<file path="config.mk">
export PLATFORM = sky130hd
export DESIGN_NAME = spmv_csr_engine
export DESIGN_NICKNAME = d
export VERILOG_FILES = /design/src/rtl/spmv_csr_engine.sv
export SDC_FILE = /design/constraint.sdc
export NUM_CORES = 1
export LEC_CHECK = 0
export ABC_AREA = 1
export ABC_CLOCK_PERIOD_IN_PS = 7000
export CORE_MARGIN = 5
export CORE_UTILIZATION = 57
export CTS_CLUSTER_DIAMETER = 40
export DETAILED_ROUTE_END_ITERATION = 16
export GPL_ROUTABILITY_DRIVEN = 0
export PLACE_DENSITY = 0.8
export SLEW_MARGIN = 10
export SYNTH_ARGS = -nofsm -noshare
export SYNTH_HDL_FRONTEND = slang
export SYNTH_SLANG_ARGS = --single-unit
</file>
<file path="constraint.sdc">
create_clock -name i_clk -period 7 [get_ports i_clk]
set_input_delay 0.7 -clock i_clk [delete_from_list [all_inputs] [get_ports i_clk]]
set_output_delay 0.7 -clock i_clk [all_outputs]
set_load 0.005 [all_outputs]
</file>
<file path="src/rtl/spmv_csr_engine.sv">
// rtl/spmv_csr_engine.sv - CSR sparse-matrix x dense-vector multiply-accumulate engine
module spmv_csr_engine #(
  parameter int DATA_W   = 16,
  parameter int ACC_W    = 40,
  parameter int MAX_ROWS = 16,
  parameter int MAX_NNZ  = 256,
  parameter int N_COLS   = 16,
  parameter int SAT      = 1,
  localparam int ROW_W   = $clog2(MAX_ROWS + 1),
  localparam int PTR_W   = $clog2(MAX_NNZ + 1),
  localparam int COL_W   = $clog2(N_COLS)
) (
  input  logic              i_clk,
  input  logic              i_rst,
  input  logic              i_start,
  input  logic [ROW_W-1:0]  i_num_rows,
  output logic              o_busy,
  output logic              o_done,
  output logic              o_err,
  output logic [ROW_W-1:0]  o_rp_addr,
  input  logic [PTR_W-1:0]  i_rp_data,
  output logic [PTR_W-1:0]  o_nz_addr,
  input  logic [DATA_W-1:0] i_nz_val,
  input  logic [COL_W-1:0]  i_nz_col,
  output logic [COL_W-1:0]  o_x_addr,
  input  logic [DATA_W-1:0] i_x_data,
  output logic              o_y_we,
  output logic [ROW_W-1:0]  o_y_addr,
  output logic [ACC_W-1:0]  o_y_data
);

  typedef enum logic [3:0] {
    S_IDLE, S_PTR0, S_PTR1, S_ROW, S_NZ, S_X, S_MAC, S_WR, S_DONE
  } state_t;

  localparam logic signed [ACC_W-1:0] ACC_MAX = {1'b0, {(ACC_W-1){1'b1}}};
  localparam logic signed [ACC_W-1:0] ACC_MIN = {1'b1, {(ACC_W-1){1'b0}}};

  state_t                     state;
  logic [ROW_W-1:0]           num_rows;
  logic [ROW_W-1:0]           r;
  logic [PTR_W-1:0]           lo;
  logic [PTR_W-1:0]           hi;
  logic [PTR_W-1:0]           k;
  logic                       first_row;
  logic signed [DATA_W-1:0]   val;
  logic signed [ACC_W-1:0]    acc;
  logic [COL_W-1:0]           x_addr_q;

  logic signed [2*DATA_W-1:0] prod;
  logic signed [ACC_W-1:0]    prod_ext;
  logic signed [ACC_W-1:0]    sum;
  logic                       ovf;
  logic signed [ACC_W-1:0]    acc_next;
  logic [PTR_W-1:0]           k_inc;

  assign prod     = val * $signed(i_x_data);
  assign prod_ext = ACC_W'(prod);
  assign sum      = acc + prod_ext;
  // Overflow only when both addends share a sign and the sum flips it.
  assign ovf      = (acc[ACC_W-1] == prod_ext[ACC_W-1]) && (sum[ACC_W-1] != acc[ACC_W-1]);
  assign acc_next = ((SAT != 0) && ovf) ? (acc[ACC_W-1] ? ACC_MIN : ACC_MAX) : sum;
  assign k_inc    = k + PTR_W'(1);

  // The column index only arrives in X, so the vector address is passed straight through then.
  assign o_x_addr = (state == S_X) ? i_nz_col : x_addr_q;

  always_ff @(posedge i_clk) begin
    if (i_rst) begin
      state     <= S_IDLE;
      num_rows  <= '0;
      r         <= '0;
      lo        <= '0;
      hi        <= '0;
      k         <= '0;
      first_row <= 1'b0;
      val       <= '0;
      acc       <= '0;
      x_addr_q  <= '0;
      o_busy    <= 1'b0;
      o_done    <= 1'b0;
      o_err     <= 1'b0;
      o_rp_addr <= '0;
      o_nz_addr <= '0;
      o_y_we    <= 1'b0;
      o_y_addr  <= '0;
      o_y_data  <= '0;
    end else begin
      o_y_we <= 1'b0;
      o_done <= 1'b0;
      case (state)
        S_IDLE: begin
          if (i_start) begin
            num_rows  <= i_num_rows;
            o_err     <= 1'b0;
            r         <= '0;
            first_row <= 1'b1;
            o_busy    <= 1'b1;
            if (i_num_rows == '0) begin
              state  <= S_DONE;
              o_done <= 1'b1;
            end else begin
              state     <= S_PTR0;
              o_rp_addr <= '0;
            end
          end
        end
        S_PTR0: begin
          o_rp_addr <= r + ROW_W'(1);
          state     <= S_PTR1;
        end
        S_PTR1: begin
          if (first_row) lo <= i_rp_data;
          first_row <= 1'b0;
          state     <= S_ROW;
        end
        S_ROW: begin
          hi  <= i_rp_data;
          acc <= '0;
          k   <= lo;
          if (i_rp_data <= lo) begin
            if (i_rp_data < lo) o_err <= 1'b1;
            state    <= S_WR;
            o_y_we   <= 1'b1;
            o_y_addr <= r;
            o_y_data <= '0;
          end else begin
            state     <= S_NZ;
            o_nz_addr <= lo;
          end
        end
        S_NZ: state <= S_X;
        S_X: begin
          val      <= $signed(i_nz_val);
          x_addr_q <= i_nz_col;
          state    <= S_MAC;
        end
        S_MAC: begin
          acc <= acc_next;
          k   <= k_inc;
          if (k_inc == hi) begin
            state    <= S_WR;
            o_y_we   <= 1'b1;
            o_y_addr <= r;
            o_y_data <= acc_next;
          end else begin
            state     <= S_NZ;
            o_nz_addr <= k_inc;
          end
        end
        S_WR: begin
          lo <= hi;
          if (r == num_rows - ROW_W'(1)) begin
            state  <= S_DONE;
            o_done <= 1'b1;
          end else begin
            r         <= r + ROW_W'(1);
            o_rp_addr <= r + ROW_W'(2);
            state     <= S_PTR1;
          end
        end
        S_DONE: begin
          o_busy <= 1'b0;
          state  <= S_IDLE;
        end
        default: state <= S_IDLE;
      endcase
    end
  end

endmodule

</file>
After elaboration in Yosys (flattened, before gate mapping)
Index checks and enable logic that the tools add are counted.

cells by class
  $add $sub $neg = 5
  $mul = 1
  magnitude comparators = 2
  eq/ne operators = 21
  multiplexer cells = 43
  reduce and logical (&&, ||, !) cells = 19

operators with widths
  cell                                                                    count
  40-bit 2-to-1 mux                                                       4
  40-bit case mux with 2 select lines                                     2
  9-bit case mux with 2 select lines                                      3
  40-bit by 32-bit adder with 40-bit output                               1
  5-bit 2-to-1 mux                                                        7
  16-bit by 16-bit multiplier with 32-bit output                          1
  4-bit case mux with 8 select lines                                      1
  9-bit 2-to-1 mux                                                        3
  5-bit case mux with 2 select lines                                      2
  2-bit != test (second input constant)                                   9
  4-bit by 3-bit equality test with 1-bit output (second input constant)  4
  4-bit 2-to-1 mux                                                        4
  5-bit case mux with 3 select lines                                      1
  2-bit nonzero test                                                      6
  1-bit case mux with 2 select lines                                      5
  9-bit by 1-bit adder with 9-bit output (second input constant)          1
  9-bit equality test                                                     1
  9-bit <= comparator                                                     1
  9-bit less-than comparator                                              1
  1-bit 2-to-1 mux                                                        9
  3-bit AND reduction                                                     3
  4-bit by 2-bit equality test with 1-bit output (second input constant)  2
  2-bit AND reduction                                                     4
  4-bit AND reduction                                                     2
  13 further kinds                                                        14

storage, ports and cells
  bits in registers = 165
  bits of input ports = 53
  output and inout bits = 67
  word-level logic and storage cells = 109

Depth between registers and ports, before layout
Gate-level depths: netlist of the first run.

  depth after elaboration = 7
  depth in mapped cells = 40

Worst setup path after synthesis of the first run
Ideal clock, no wire load.

  path kind = input to register
  start point = input i_x_data[3]
  end point = register acc[0]
  arrival = 7.530 ns
  setup slack = -0.662 ns
  cell stages on the path = 35
  path through = clkbuf_1 -> clkbuf_1 -> nand2_1 -> inv_1 -> fa_1 -> fa_1 -> fa_1 -> inv_1 -> fa_1 -> inv_1 -> fa_1 -> inv_1 -> fa_1 -> inv_1 -> ha_1 -> a21oi_1 -> o21ai_0 -> a21oi_1 -> nand2_1 -> nor2_2 -> nand2_1 -> nand2_1 -> ha_1 -> a21oi_1 -> nor2_1 -> o21ai_0 -> nand2_1 -> a21oi_1 -> nand3_2 -> nor2_2 -> nor2_4 -> buf_4 -> buf_6 -> nand2_1 -> a21oi_1

on the way
  cells in the longest elaborated chain, start to end = 6

ends and longest elaborated chain
  what                                              RTL line  source
  start, declared                                   26        input logic [DATA_W-1:0] i_x_data,
  16-bit by 16-bit multiplier with 32-bit output *  57        assign prod = val * $signed(i_x_data);
  40-bit by 32-bit adder with 40-bit output         59        assign sum = acc + prod_ext;
  1-bit != test                                     61        assign ovf = (acc[ACC_W-1] == prod_ext[ACC_W-1]) && (sum[ACC_W-1] != acc[ACC_W-1]);
  1-bit logical AND *                               61
  40-bit 2-to-1 mux *                               62        assign acc_next = ((SAT != 0) && ovf) ? (acc[ACC_W-1] ? ACC_MIN : ACC_MAX) : sum;
  40-bit case mux with 2 select lines *             91        case (state)
  end signal, assigned                              139       acc <= acc_next;
  end, declared                                     47        logic signed [ACC_W-1:0] acc;

Every way passes the cells marked *; elsewhere a longest branch is shown, timed or not.
A chain may end at the register's enable or synchronous reset.

Worst setup path in the final report of the first run
  start point = input i_x_data[6]
  end point = register acc[27]

on the way
  cells in the longest elaborated chain, start to end = 6

ends and longest elaborated chain
  what                                              RTL line
  16-bit by 16-bit multiplier with 32-bit output *  57
  40-bit by 32-bit adder with 40-bit output         59
  1-bit != test                                     61
  1-bit logical AND                                 61
  40-bit 2-to-1 mux *                               62
  40-bit case mux with 2 select lines *             91

Marks and branches as above.

==> results of run 1 <==
## repair_timing
action                     4_1_cts  5_1_grt
hold buffers                     0        0
setup endpoints to repair       80       80
cloned                          15        2
resized for setup              325      205
buffers inserted                76       16
pin swaps                      142       86
## cell families (layout without fill, tap and decap cells)
logic type      Yosys count  after routing
simple gates           1233           1235
xor+xnor                 56             56
fa+ha+maj               397            397
compound gates          350            350
flops                   165            165
buf+inv                 770           1212
## placed cells by master (no fill, tap or decap), drive strengths merged, types with 2 or more instances in the layout
cell and count:
nor3 11, clkinv 7, o21bai 7, o22ai 2, and2 2, ha 134, clkinvlp 2, bufbuf 5
nor2 227, fa 263, buf 419, a21boi 4, o221a 2, dfxtp 165, xnor2 30, o21ai 116
o211ai 9, nor4 2, nand4 18, nand3b 12, clkbuf 21, nand2 803, or2 10, inv 655
xor2 26, nand3 147, a21o 6, a21oi 183, a31oi 14, clkdlybuf4s50 103
## worst paths after layout
| kind | to | from | slack (ns) |
|---|---|---|---|
| setup / recovery | acc[27] | i_x_data[6] | -1.12 |
| hold / removal | o_busy | o_busy | 0.46 |
| setup reg to reg | acc[27] | val[13] | -1.10 |
| hold reg to reg | o_busy | o_busy | 0.46 |
## registers in the layout, indices dropped and copies added, names as in the netlist, 4 cells and up
| name | count |
|---|---|
| o_nz_addr | 9 |
| val | 16 |
| k | 9 |
| x_addr_q | 4 |
| acc | 40 |
| state | 4 |
| r | 5 |
| lo | 9 |
| num_rows | 5 |
| o_rp_addr | 5 |
| hi | 9 |
| o_y_data | 40 |
| o_y_addr | 5 |
## power breakdown
| part | total, mW | leakage (nW) | internal [mW] | switching (mW) |
|---|---|---|---|---|
| Combinational | 2.50 | 13.5 | 1.09 | 1.40 |
| Sequential | 1.05 | 1.34 | 0.997 | 0.0575 |
| Clock | 0.988 | 0.282 | 0.478 | 0.510 |
## layer usage
metal | GRT usage (%) | wire (um) | up-vias
li1 | - | - | 9824
met1 | 39.8 | 26800 | 10700
met2 | 62.0 | 38000 | 1816
met3 | 7.91 | 8560 | 714
met4 | 22.7 | 7910 | 0
met5 | 0 | 0 | -
## cell type report
class                           count  area (sq um)
Timing Repair Buffer              531          5060
Fill cell                        2108          8030
Sequential cell                   165          3340
Inverter                          649          2450
Tap cell                          468           586
Multi-Input combinational cell   2038         16300
Clock inverter                     15           163
Clock buffer                       17           425
## worst reg2reg max path: cells and delay by family (launching register included)
| kind | cells | cell delay [ns] |
|---|---|---|
| buffers and inverters | 7 | 0.69 |
| AOI/OAI and AO/OA | 9 | 1.68 |
| DFF | 1 | 0.38 |
| and+or+nand+nor | 7 | 1.08 |
| adders and majority gates | 8 | 3.97 |
| xor gates and xnor gates | 1 | 0.19 |
## metrics by stage
| stage | setup slack [ns] | total power [mW] | util [%] |
|---|---|---|---|
| global route | -1.16 | 4.74 | 77.9 |
| finish | -1.12 | 4.54 | 77.9 |
| floorplan | -0.0421 | 2.21 | - |
| CTS | -0.217 | 4.20 | 75.3 |
| detailed placement | -1.65 | 2.93 | 68.7 |
| global placement | -1.55 | 2.87 | 68.7 |
==> flow_summary.yaml, run 1 <==
yosys:
  synthMuxAreaShare_pct: 0
  yosys.area.top_type: "fa_1"
  synthesis.area_sq_um: 20800
  ys_seq_area_share_pct: 15.9
  ys_seq_elements: 165
  syn_inst: 2971
  synthTopCellsByArea: "fa_1 25%, dfxtp_1 16%, nand2_1 14%"
  ys_warn_count: 0
  synth-compound-area-share_pct: 9.54
  synth_top_area_share_pct: 25.3
  synth_edf_count: 0
  async_flop_share_pct: 0
  ys_types: 57
  yosys.area_share.simple_pct: 24.4
  synth_common_cells: "798 x nand2_1, 641 x inv_1, 263 x fa_1, 215 x nor2_1, 165 x dfxtp_1"
  synthAdderAreaFrac_pct: 33.3
  synth_xor_area_share_pct: 2.36
  synthFlopType: "dfxtp_1"
  synth_top_family_by_area: "adder cells"
  synth_nets: 3421
  synth_most_common_cell: "nand2_1"
  avgSynthCellArea_sq_um: 7.01
status:
  violations: "negative setup slack"
  run_status: "complete, but fails checks"
timing:
  hold_violations: 0
  finalCritPeriodShare_pct: 116
  setup_ws_ns: -1.12
  rsz0062_at_grt: "yes"
  slew_violations: 0
  timing.fmax_ghz: 0.123
  setup_tns_ns: -74.03
  post-route-min-period_ns: 8.12
  worstMarginPinSlew_ns: 0.980
  setup_viol: 80
  skew_ns: 0.0140
  timing.hold.ws_ns: 0.464
  relSlewSlack_pct: 34.7
setup_path:
  reg2reg_depth: 32
  cpMostUsedCell: "fa_1"
  endpoint_kind: "register"
  critPathRequiredTime_ns: 7.32
  cp_slowest_cell: "fa_1"
  crit_type: "input port to register"
  path_max_fanout: 6
  cp_top_family: "adder cells"
  critPathMaxStageDelay_ns: 0.77
  crit_buf_inv: 8
  cp.arrival_ns: 8.44
  cp-start-kind: "input port"
  crit_cells: 33
grt:
  grt_overflow: 0
  antenna_found_initial: 0
  grt_pass1_vias: 23300
  grt_max_degree: 94
  grt_pass1_wl_mm: 118
  grt_usage_pct: 35.7
hold_path:
  min_path_cells: 2
  hold_path_class: "register to register"
pwr:
  leakagePower_nw: 15.2
  irDropWorstVdd_uv: 189
  p_per_area_nw_per_um2: 160
drt:
  drtAntennaViolNets: 0
  totalWireLength_mm: 81.3
  drtIter0Drc: 2901
  first_pass_iters: 10
  routedWlPerCell_um: 20.9
  avgViaCountPerCell: 5.94
  vias: 23100
  route.detailed.drc: 0
clocking:
  clk_path_buf_depth: 2
  h-tree-depth: 4
  clkTransAtPathRegs_ns: 0.08
  cts.sinks: 165
  tritoncts: "done"
  insertion_delay_ns: 0.47
  numCtsBuffers: 17
  cts_root_buf: "clkbuf_16"
floorplan:
  core_area_sq_um: 36300
  row_count: 70
  dieArea_sq_um: 40500
  ioPinCount: 120
  start_util_pct: 57.3
  die_w_um: 201
  chipHeight_um: 201
placed_design:
  io_buffers: 119
  placed_cells: 3745
  hpwl_mm: 48.3
  placed_area_sq_um: 25000
flow_run:
  cap_violations: 0
cells_and_area:
  drive_gt1_share_pct: 26.3
  diodes: 0
  fin_cells: 3883
  final_cell_area_sq_um: 28300
  syn_to_final_growth_pct: 36.0
  nNetsFinal: 3852
(Power assumes the default switching activity.)
==> run 2, diff against run 1 <==
--- a/config.mk
+++ b/config.mk
@@ -9,9 +9,9 @@
 export ABC_CLOCK_PERIOD_IN_PS = 7000
 export CORE_MARGIN = 5
 export CORE_UTILIZATION = 57
-export CTS_CLUSTER_DIAMETER = 40
 export DETAILED_ROUTE_END_ITERATION = 16
 export GPL_ROUTABILITY_DRIVEN = 0
+export HOLD_SLACK_MARGIN = 0.1
 export PLACE_DENSITY = 0.8
 export SLEW_MARGIN = 10
 export SYNTH_ARGS = -nofsm -noshare
==> results of run 2 <==
Final layout, timing and power as in run 1 (identical DEF).
